===== config.mk =====
export PLATFORM = sky130hd
export DESIGN_NAME = jtpopeye_dma_flat
export DESIGN_NICKNAME = d
export VERILOG_FILES = /design/src/rtl/jtpopeye_dma_pkg.sv /design/src/rtl/jtpopeye_dma_if.sv /design/src/rtl/jtpopeye_dma.sv /design/src/flat_wrapper.sv
export SDC_FILE = /design/constraint.sdc
export NUM_CORES = 1
export LEC_CHECK = 0
export ABC_AREA = 1
export BUFFER_PORTS_ARGS = -buffer_cell sky130_fd_sc_hd__buf_2
export CELL_PAD_IN_SITES_DETAIL_PLACEMENT = 1
export CELL_PAD_IN_SITES_GLOBAL_PLACEMENT = 1
export CORE_ASPECT_RATIO = 1.1
export CORE_MARGIN = 1.5
export CORE_UTILIZATION = 40
export CTS_BUF_LIST = sky130_fd_sc_hd__clkbuf_2
export DETAILED_ROUTE_END_ITERATION = 10
export PLACE_DENSITY_LB_ADDON = 0.1
export SYNTH_ARGS = -nofsm -noshare
export SYNTH_HDL_FRONTEND = slang
export SYNTH_SLANG_ARGS = --single-unit

===== constraint.sdc =====
create_clock -name clk -period 1.95 [get_ports clk]
set_input_delay 0.195 -clock clk [delete_from_list [all_inputs] [get_ports clk]]
set_output_delay 0.195 -clock clk [all_outputs]
set_load 0.05 [all_outputs]

===== src/rtl/jtpopeye_dma_pkg.sv =====
// Shared types and sizes for the Popeye sprite-RAM DMA initiator.
package jtpopeye_dma_pkg;

  localparam int unsigned DMA_AW  = 10;
  localparam int unsigned DMA_LEN = 1024;

  typedef enum logic [1:0] {
    IDLE,
    REQ,
    XFER,
    REL
  } dma_state_t;

endpackage


===== src/rtl/jtpopeye_dma_if.sv =====
// Main-board bus handshake, DMA RAM port and object-buffer write port.
interface jtpopeye_dma_if;
  import jtpopeye_dma_pkg::*;

  logic              busrq_n;
  logic              busak_n;
  logic              dma_cs;
  logic [DMA_AW-1:0] AD_DMA;
  logic [7:0]        DD_DMA;
  logic [DMA_AW-1:0] obj_addr;
  logic [7:0]        obj_data;
  logic              obj_we;

  modport master (
    output busrq_n, dma_cs, AD_DMA, obj_addr, obj_data, obj_we,
    input  busak_n, DD_DMA
  );

  modport slave (
    input  busrq_n, dma_cs, AD_DMA, obj_addr, obj_data, obj_we,
    output busak_n, DD_DMA
  );

endinterface


===== src/rtl/jtpopeye_dma.sv =====
// Copies main-board sprite RAM into the object buffer on every VB rising edge.
// Optional bus-request timeout: define JTPOPEYE_DMA_TIMEOUT_EN.
module jtpopeye_dma
  import jtpopeye_dma_pkg::*;
#(
  parameter int unsigned LEN    = DMA_LEN,
  parameter int unsigned RD_LAT = 2
`ifdef JTPOPEYE_DMA_TIMEOUT_EN
  , parameter int unsigned TIMEOUT = 4095
`endif
) (
  input  logic           clk,
  input  logic           rst,
  input  logic           cen,
  input  logic           VB,
  jtpopeye_dma_if.master bus,
  output logic           dma_busy,
  output logic           dma_abort
);

  localparam int unsigned       LW      = $clog2(RD_LAT + 2);
  localparam logic [LW-1:0]     LAT_END = LW'(RD_LAT);
  localparam logic [DMA_AW-1:0] LAST    = DMA_AW'(LEN - 1);

  dma_state_t    st;
  logic          VBl;
  logic          trig;
  logic [LW-1:0] lat;

`ifdef JTPOPEYE_DMA_TIMEOUT_EN
  localparam int unsigned   TW     = $clog2(TIMEOUT + 1);
  localparam logic [TW-1:0] TO_END = TW'(TIMEOUT - 1);
  logic [TW-1:0] to_cnt;
`endif

  assign trig = VB & ~VBl;

  always_ff @(posedge clk or posedge rst) begin
    if (rst) begin
      st           <= IDLE;
      VBl          <= 1'b0;
      lat          <= '0;
      bus.busrq_n  <= 1'b1;
      bus.dma_cs   <= 1'b0;
      bus.AD_DMA   <= '0;
      bus.obj_addr <= '0;
      bus.obj_data <= '0;
      bus.obj_we   <= 1'b0;
      dma_busy     <= 1'b0;
      dma_abort    <= 1'b0;
`ifdef JTPOPEYE_DMA_TIMEOUT_EN
      to_cnt       <= '0;
`endif
    end else begin
      VBl        <= VB;
      bus.obj_we <= 1'b0;
      dma_abort  <= 1'b0;
      case (st)
        IDLE: begin
          // Only the trigger matters here; busak_n changes are ignored.
          if (trig) begin
            st          <= REQ;
            bus.busrq_n <= 1'b0;
            dma_busy    <= 1'b1;
`ifdef JTPOPEYE_DMA_TIMEOUT_EN
            to_cnt      <= '0;
`endif
          end
        end
        REQ: begin
          if (cen) begin
            if (!bus.busak_n) begin
              st         <= XFER;
              bus.dma_cs <= 1'b1;
              bus.AD_DMA <= '0;
              lat        <= '0;
            end
`ifdef JTPOPEYE_DMA_TIMEOUT_EN
            else if (to_cnt == TO_END) begin
              st          <= IDLE;
              bus.busrq_n <= 1'b1;
              dma_busy    <= 1'b0;
              dma_abort   <= 1'b1;
            end else begin
              to_cnt <= to_cnt + 1'b1;
            end
`endif
          end
        end
        XFER: begin
          if (bus.busak_n) begin
            // Bus lost: drop the request, keep whatever was already written.
            st          <= IDLE;
            bus.busrq_n <= 1'b1;
            bus.dma_cs  <= 1'b0;
            dma_busy    <= 1'b0;
            dma_abort   <= 1'b1;
          end else if (lat != LAT_END) begin
            lat <= lat + 1'b1;
          end else begin
            lat          <= '0;
            bus.obj_we   <= 1'b1;
            bus.obj_addr <= bus.AD_DMA;
            bus.obj_data <= bus.DD_DMA;
            bus.AD_DMA   <= bus.AD_DMA + 1'b1;
            if (bus.AD_DMA == LAST) st <= REL;
          end
        end
        REL: begin
          bus.busrq_n <= 1'b1;
          bus.dma_cs  <= 1'b0;
          if (bus.busak_n) begin
            st       <= IDLE;
            dma_busy <= 1'b0;
          end
        end
        default: st <= IDLE;
      endcase
    end
  end

endmodule


===== src/flat_wrapper.sv =====
// flat-port wrapper written by rule: the top's interface ports become plain ports
module jtpopeye_dma_flat import jtpopeye_dma_pkg::*;
#(
  parameter int unsigned LEN    = DMA_LEN,
  parameter int unsigned RD_LAT = 2

)
  (clk, rst, cen, VB, dma_busy, dma_abort, bus_busrq_n, bus_dma_cs, bus_AD_DMA, bus_obj_addr, bus_obj_data, bus_obj_we, bus_busak_n, bus_DD_DMA);
  jtpopeye_dma_if bus_i ();
  input  logic clk;
  input  logic rst;
  input  logic cen;
  input  logic VB;
  output logic dma_busy;
  output logic dma_abort;
  output wire logic [$bits(bus_i.busrq_n)-1:0] bus_busrq_n;
  output wire logic [$bits(bus_i.dma_cs)-1:0] bus_dma_cs;
  output wire logic [$bits(bus_i.AD_DMA)-1:0] bus_AD_DMA;
  output wire logic [$bits(bus_i.obj_addr)-1:0] bus_obj_addr;
  output wire logic [$bits(bus_i.obj_data)-1:0] bus_obj_data;
  output wire logic [$bits(bus_i.obj_we)-1:0] bus_obj_we;
  input wire logic [$bits(bus_i.busak_n)-1:0] bus_busak_n;
  input wire logic [$bits(bus_i.DD_DMA)-1:0] bus_DD_DMA;
  assign bus_busrq_n = bus_i.busrq_n;
  assign bus_dma_cs = bus_i.dma_cs;
  assign bus_AD_DMA = bus_i.AD_DMA;
  assign bus_obj_addr = bus_i.obj_addr;
  assign bus_obj_data = bus_i.obj_data;
  assign bus_obj_we = bus_i.obj_we;
  assign bus_i.busak_n = bus_busak_n;
  assign bus_i.DD_DMA = bus_DD_DMA;
  jtpopeye_dma #(.LEN(LEN), .RD_LAT(RD_LAT)) u_core (.clk(clk), .rst(rst), .cen(cen), .VB(VB), .bus(bus_i), .dma_busy(dma_busy), .dma_abort(dma_abort));
endmodule

## After elaboration in Yosys (flattened, before gate mapping)

Index checks and enable logic that the tools add are counted.

- Input bits: 13
- Output and inout port bits: 33
- Memory bits (writable): 0
- Bits in latches: 0
- Logic and storage cells: 77
- Bits in read-only memories: 0
- Register bits: 38
- Memories: 0

- Divide/modulo/power cells: 0
- Reductions and logical operators: 13
- $add $sub $neg: 2
- Eq/ne operators: 15
- Mux-type cells: 32
- Bitwise gates (word level): 4
- $lt $le $gt $ge: 0
- Shift-type cells: 0
- $mul: 0

Operators with widths:

| cell | number |
|---|---|
| 10-bit two-way mux | 4 |
| 2-bit two-way mux | 11 |
| 10-bit one-hot mux with 2 select lines | 1 |
| 2-bit != test (second input constant) | 7 |
| 1-bit two-way mux | 11 |
| 10-bit by 1-bit adder with 10-bit output (second input constant) | 1 |
| 10-bit == test (second input constant) | 1 |
| 3-bit AND reduction | 3 |
| 2-bit one-hot mux with 4 select lines | 1 |
| 4-bit AND reduction | 2 |
| 1-bit one-hot mux with 3 select lines | 2 |
| 6-bit AND reduction | 1 |
| 3-bit nonzero test | 2 |
| 5-bit AND reduction | 1 |
| 2-bit == test (second input constant) | 2 |
| 2-bit by 1-bit != test with 1-bit output (second input constant) | 2 |
| 2-bit one-hot mux with 2 select lines | 1 |
| 2-bit nonzero test | 2 |
| 3-bit by 2-bit != test with 1-bit output (second input constant) | 1 |
| 3-bit != test (second input constant) | 1 |
| 1-bit NOT | 3 |
| 2-bit by 1-bit adder with 2-bit output (second input constant) | 1 |
| 2-bit by 1-bit == test with 1-bit output (second input constant) | 1 |
| 2-bit zero test | 1 |
| 3 further kinds | 3 |

## Depth between registers and ports, before layout

- Word-level depth: 5
- Gate-level depth with buffers: 8
- Mapped depth without buffers: 8

## Least setup slack after synthesis

No wires, ideal clock.

- Kind: register -> register
- From: reg u_core.bus.AD_DMA[0]
- To: reg u_core.st[0]
- Cell stages (with the launch flop): 8
- Clock period less this slack: 1.683 ns
- Library setup time: 0.065 ns
- Slack: 0.267 ns
- Path buffers: 0
- Arrival time: 1.618 ns
- Data required time: 1.885 ns
- Cells stage by stage: dfrtp_1 > ha_1 > inv_1 > nor2_1 > nand3_1 > o21ai_0 > nand3_1 > nand2_1

- Word-level cells in the longest chain between the ends: 3

Ends and longest elaborated chain:

| element | line | RTL |
|---|---|---|
| start, declared | jtpopeye_dma_if.sv:15 | `output busrq_n, dma_cs, AD_DMA, obj_addr, obj_data, obj_we,` |
| start signal, assigned | jtpopeye_dma.sv:105 | `bus.AD_DMA <= bus.AD_DMA + 1'b1;` |
| 10-bit == test | jtpopeye_dma.sv:106 | `if (bus.AD_DMA == LAST) st <= REL;` |
| 3-bit by 2-bit != test with 1-bit output (no source line) | n/a |  |
| 6-bit AND reduction (no source line) | n/a |  |
| end signal, assigned | jtpopeye_dma.sv:106 |  |
| end signal, assigned | jtpopeye_dma.sv:113 | `st <= IDLE;` |
| end signal, assigned | jtpopeye_dma.sv:117 | `default: st <= IDLE;` |
| end, declared | jtpopeye_dma.sv:25 | `dma_state_t st;` |

No other way between the ends.
A chain may end at the register's enable or synchronous reset.

## Worst setup path in the final report

Same ends and word-level chain as after synthesis.

==> run_results.csv <==
group,metric,value,unit
sta,clock.fmax,621,MHz
setup_path,cp.arrival,1.96,ns
cells_and_area,final_nets,291,
sta,fin_crit_sh,0.826,
sta,finalSetupViolCount,0,
logic_synthesis,yosys.area.top_type,"dfrtp_1",
power,power.internal,1.35,mW
placement,gp_congestion,0.760,
cells_and_area,utilization,0.516,
placement,dp.final_hpwl,3180,um
grt,grt_usage,0.207,
floorplanning,num_io_pins,46,
sta,rsz0062_at_grt,"false",
logic_synthesis,syn_nets,228,
cts,path_clk_slew,0.20,ns
cts,cts_resized,0,
power,power_density,1220,nW/um2
logic_synthesis,ys_ff_latch,38,
grt,grt_first_pass_wirelength,7480,um
power,seqPwrFrac,0.405,
logic_synthesis,synthArstFlopShare,1.00,
routing,drt-pass1-iter-count,4,
routing,drt-total-wl,4480,um
logic_synthesis,muxShareOfSynthArea,0,
setup_path,critical_path_class,"reg -> reg",
setup_path,end_kind,"flop",
power,vdd_drop_max,0.708,mV
grt,antenna_found_initial,0,
sta,slew_violations,0,
cts,cts_tree,"built",
power,p_leak,1.23,nW
cts,clk_path_buf_depth,2,
floorplanning,die_area,4900,um2
grt,grt_pass1_vias,1582,
logic_synthesis,yosys.area_share.simple,0.284,
logic_synthesis,synth-compound-area-share,0.101,
logic_synthesis,synth_area_leaders,"dfrtp_1 (52%), nand2_1 (15%), inv_1 (5.4%)",
cells_and_area,drive_gt1_frac,0.274,
cts,htreeDepth,2,
logic_synthesis,synth_top_family_by_area,"simple AND/OR/NAND/NOR gates",
logic_synthesis,synth_fa_ha_area_frac,0.00696,
power,p_sw_frac,0.504,
logic_synthesis,ys_warn_count,0,
routing,top_layer,"met4",
cts,cts_buffers,5,
power,power_switching,1.37,mW
routing,wl_per_cell,13.5,um
sta,tightest_slew,0.492,ns
logic_synthesis,ys_seq_area_frac,0.530,
cts,root_buffer,"clkbuf_2",
setup_path,cp_max_fo,8,
logic_synthesis,synthXorXnorAreaFrac,0,
power,p_clk_frac,0.126,
logic_synthesis,synth_top_area_share,0.515,
cts,cts_sinks,38,
power,total_power,2.71,mW
job,maxCapViolations,0,
power,p_comb_frac,0.469,
routing,postRouteAntennaNets,0,
hold_path,hp-class,"in -> reg",
setup_path,startpoint,"u_core.bus.AD_DMA[0]$_DFFE_PP0P_",
floorplanning,core,4320,um2
routing,wl_met1,2000,um
sta,setup-tns-final,0,ns
logic_synthesis,synthCells,214,
logic_synthesis,synth-edff-count,0,
routing,drt_iter0_markers,78,
status,status,"finished, final reports clean",
sta,fin_worst_skew,0.0148,ns
floorplanning,die_w,66.9,um
logic_synthesis,synthTopCellsByCount,"nand2_1 (74), dfrtp_1 (37), inv_1 (26)",
hold_path,min_from,"bus_busak_n",
cells_and_area,area_growth,24.0,%
logic_synthesis,yosysMostFrequentCell,"nand2_1",
setup_path,reg2reg_setup_slack,0.34,ns
cells_and_area,n_antenna_cell,0,
routing,wl_met3,145,um
sta,slew_headroom,0.672,
hold_path,whs_endpoint,"u_core.dma_abort$_DFF_PP0_",
routing,vias,1603,
placement,portBuffers,45,
hold_path,holdPathStages,3,
grt,overflow,0,
setup_path,crit_path_start_kind,"flop",
logic_synthesis,synth_ff_type,"dfrtp_1",
setup_path,required,2.30,ns
floorplanning,row_count,25,
setup_path,r2r_cells,7,
cts,worst_skew_pair.late_latency,0.39,ns
logic_synthesis,netlist_area,1800,um2
floorplanning,die_h,73.3,um
routing,met2_length,2280,um
sta,fin_crit,1.61,ns
grt,grt_max_degree,39,
setup_path,r2r-end,"u_core.st[0]$_DFFE_PP0P_",
logic_synthesis,avgSynthCellArea,8.40,um2
logic_synthesis,yosys.cell_types.count,22,
setup_path,r2r-start,"u_core.bus.AD_DMA[0]$_DFFE_PP0P_",
sta,hold_viol,0,
floorplanning,floorplan.initialDensity,0.416,
routing,vias_per_cell,4.84,
routing,drc,0,
registers in the layout, indices dropped and copies added (netlist names):
register	flops
u_core.VBl	1
u_core.bus.AD_DMA	10
u_core.bus.busrq_n	1
u_core.bus.dma_cs	1
u_core.bus.obj_addr	10
u_core.bus.obj_data	8
u_core.bus.obj_we	1
u_core.dma_abort	1
u_core.dma_busy	1
u_core.lat	2
u_core.st	2
per-layer routing:
layer / vias to the layer above / global-route usage
met5: - / 0
met4: 0 / 0.0680
met1: 772 / 0.254
met2: 24 / 0.358
li1: 801 / -
met3: 6 / 0.0475
area by class of cell:
| class | instances | area, um2 |
|---|---|---|
| clock buffer | 5 | 25.0 |
| sequential | 38 | 952 |
| multi-input combinational | 144 | 704 |
| fill | 552 | 2090 |
| tap | 54 | 67.6 |
| inverter | 28 | 105 |
| timing repair buffer | 60 | 363 |
| clock inverter | 2 | 10.0 |
cells in the final DEF, fill, tap and decap left out:
master / instances
o31ai_1: 2
o21bai_1: 1
buf_2: 45
inv_2: 2
nand4_1: 7
o21ai_1: 8
ha_1: 1
dfrtp_1: 37
nand3_2: 1
nand2_1: 74
nand3_1: 16
buf_4: 5
dfstp_2: 1
clkbuf_2: 5
inv_1: 26
nand2_2: 1
clkinv_2: 2
nand2_4: 1
o21ai_2: 9
o21ai_0: 8
nor2_1: 11
nor2_4: 3
dlygate4sd3_1: 10
nor2_2: 1
power groups by stage:
stage | registers [mW] | logic, mW | clock network [mW]
after global placement | 1.11 | 1.25 | 0
after global routing | 1.12 | 1.37 | 0.387
after CTS | 1.10 | 1.28 | 0.368
final | 1.10 | 1.27 | 0.342
after floorplan | 1.63 | 0.442 | 0
after detailed placement | 1.12 | 1.27 | 0
critical path, cell delays in order (launching register included):
cell     delay (ns)
dfrtp_1        0.52
ha_1           0.27
inv_1          0.07
nor2_1         0.25
nand3_1        0.14
o21ai_0        0.18
nand3_1        0.08
nand2_1        0.06
worst max path at each step:
stage	to	slack [ns]	depth (start not counted)
3_3_place_gp	u_core.st[0]$_DFFE_PP0P_	0.37	7
5_1_grt	u_core.st[0]$_DFFE_PP0P_	0.15	7
3_5_place_dp	u_core.st[0]$_DFFE_PP0P_	0.36	7
2_1_floorplan	u_core.st[0]$_DFFE_PP0P_	0.27	7
6_report	u_core.st[0]$_DFFE_PP0P_	0.34	7
4_1_cts	u_core.st[0]$_DFFE_PP0P_	0.32	7
repair_timing:
item                      CTS  global route
buffers inserted            0             0
hold buffers               10             0
hold endpoints to repair   46             0
cell families (layout without fill, tap and decap cells):
group	Yosys count	in the layout
AND/OR/NAND/NOR	115	115
adder cells (fa/ha/maj)	1	1
flip-flops	38	38
AO/OA/AOI/OAI	28	28
buffers and inverters	32	95
metrics by stage:
step	hold slack, ns	worst slack [ns]	cells	instance area, um2
CTS	0.0697	0.322	331	2230
global placement	0.316	0.370	314	2090
global route	0.0648	0.147	331	2230
finish	0.0976	0.338	331	2230
floorplan	0.226	0.267	214	1800
detailed placement	0.328	0.356	314	2090
No activity file was read; power rests on OpenSTA's default activity.
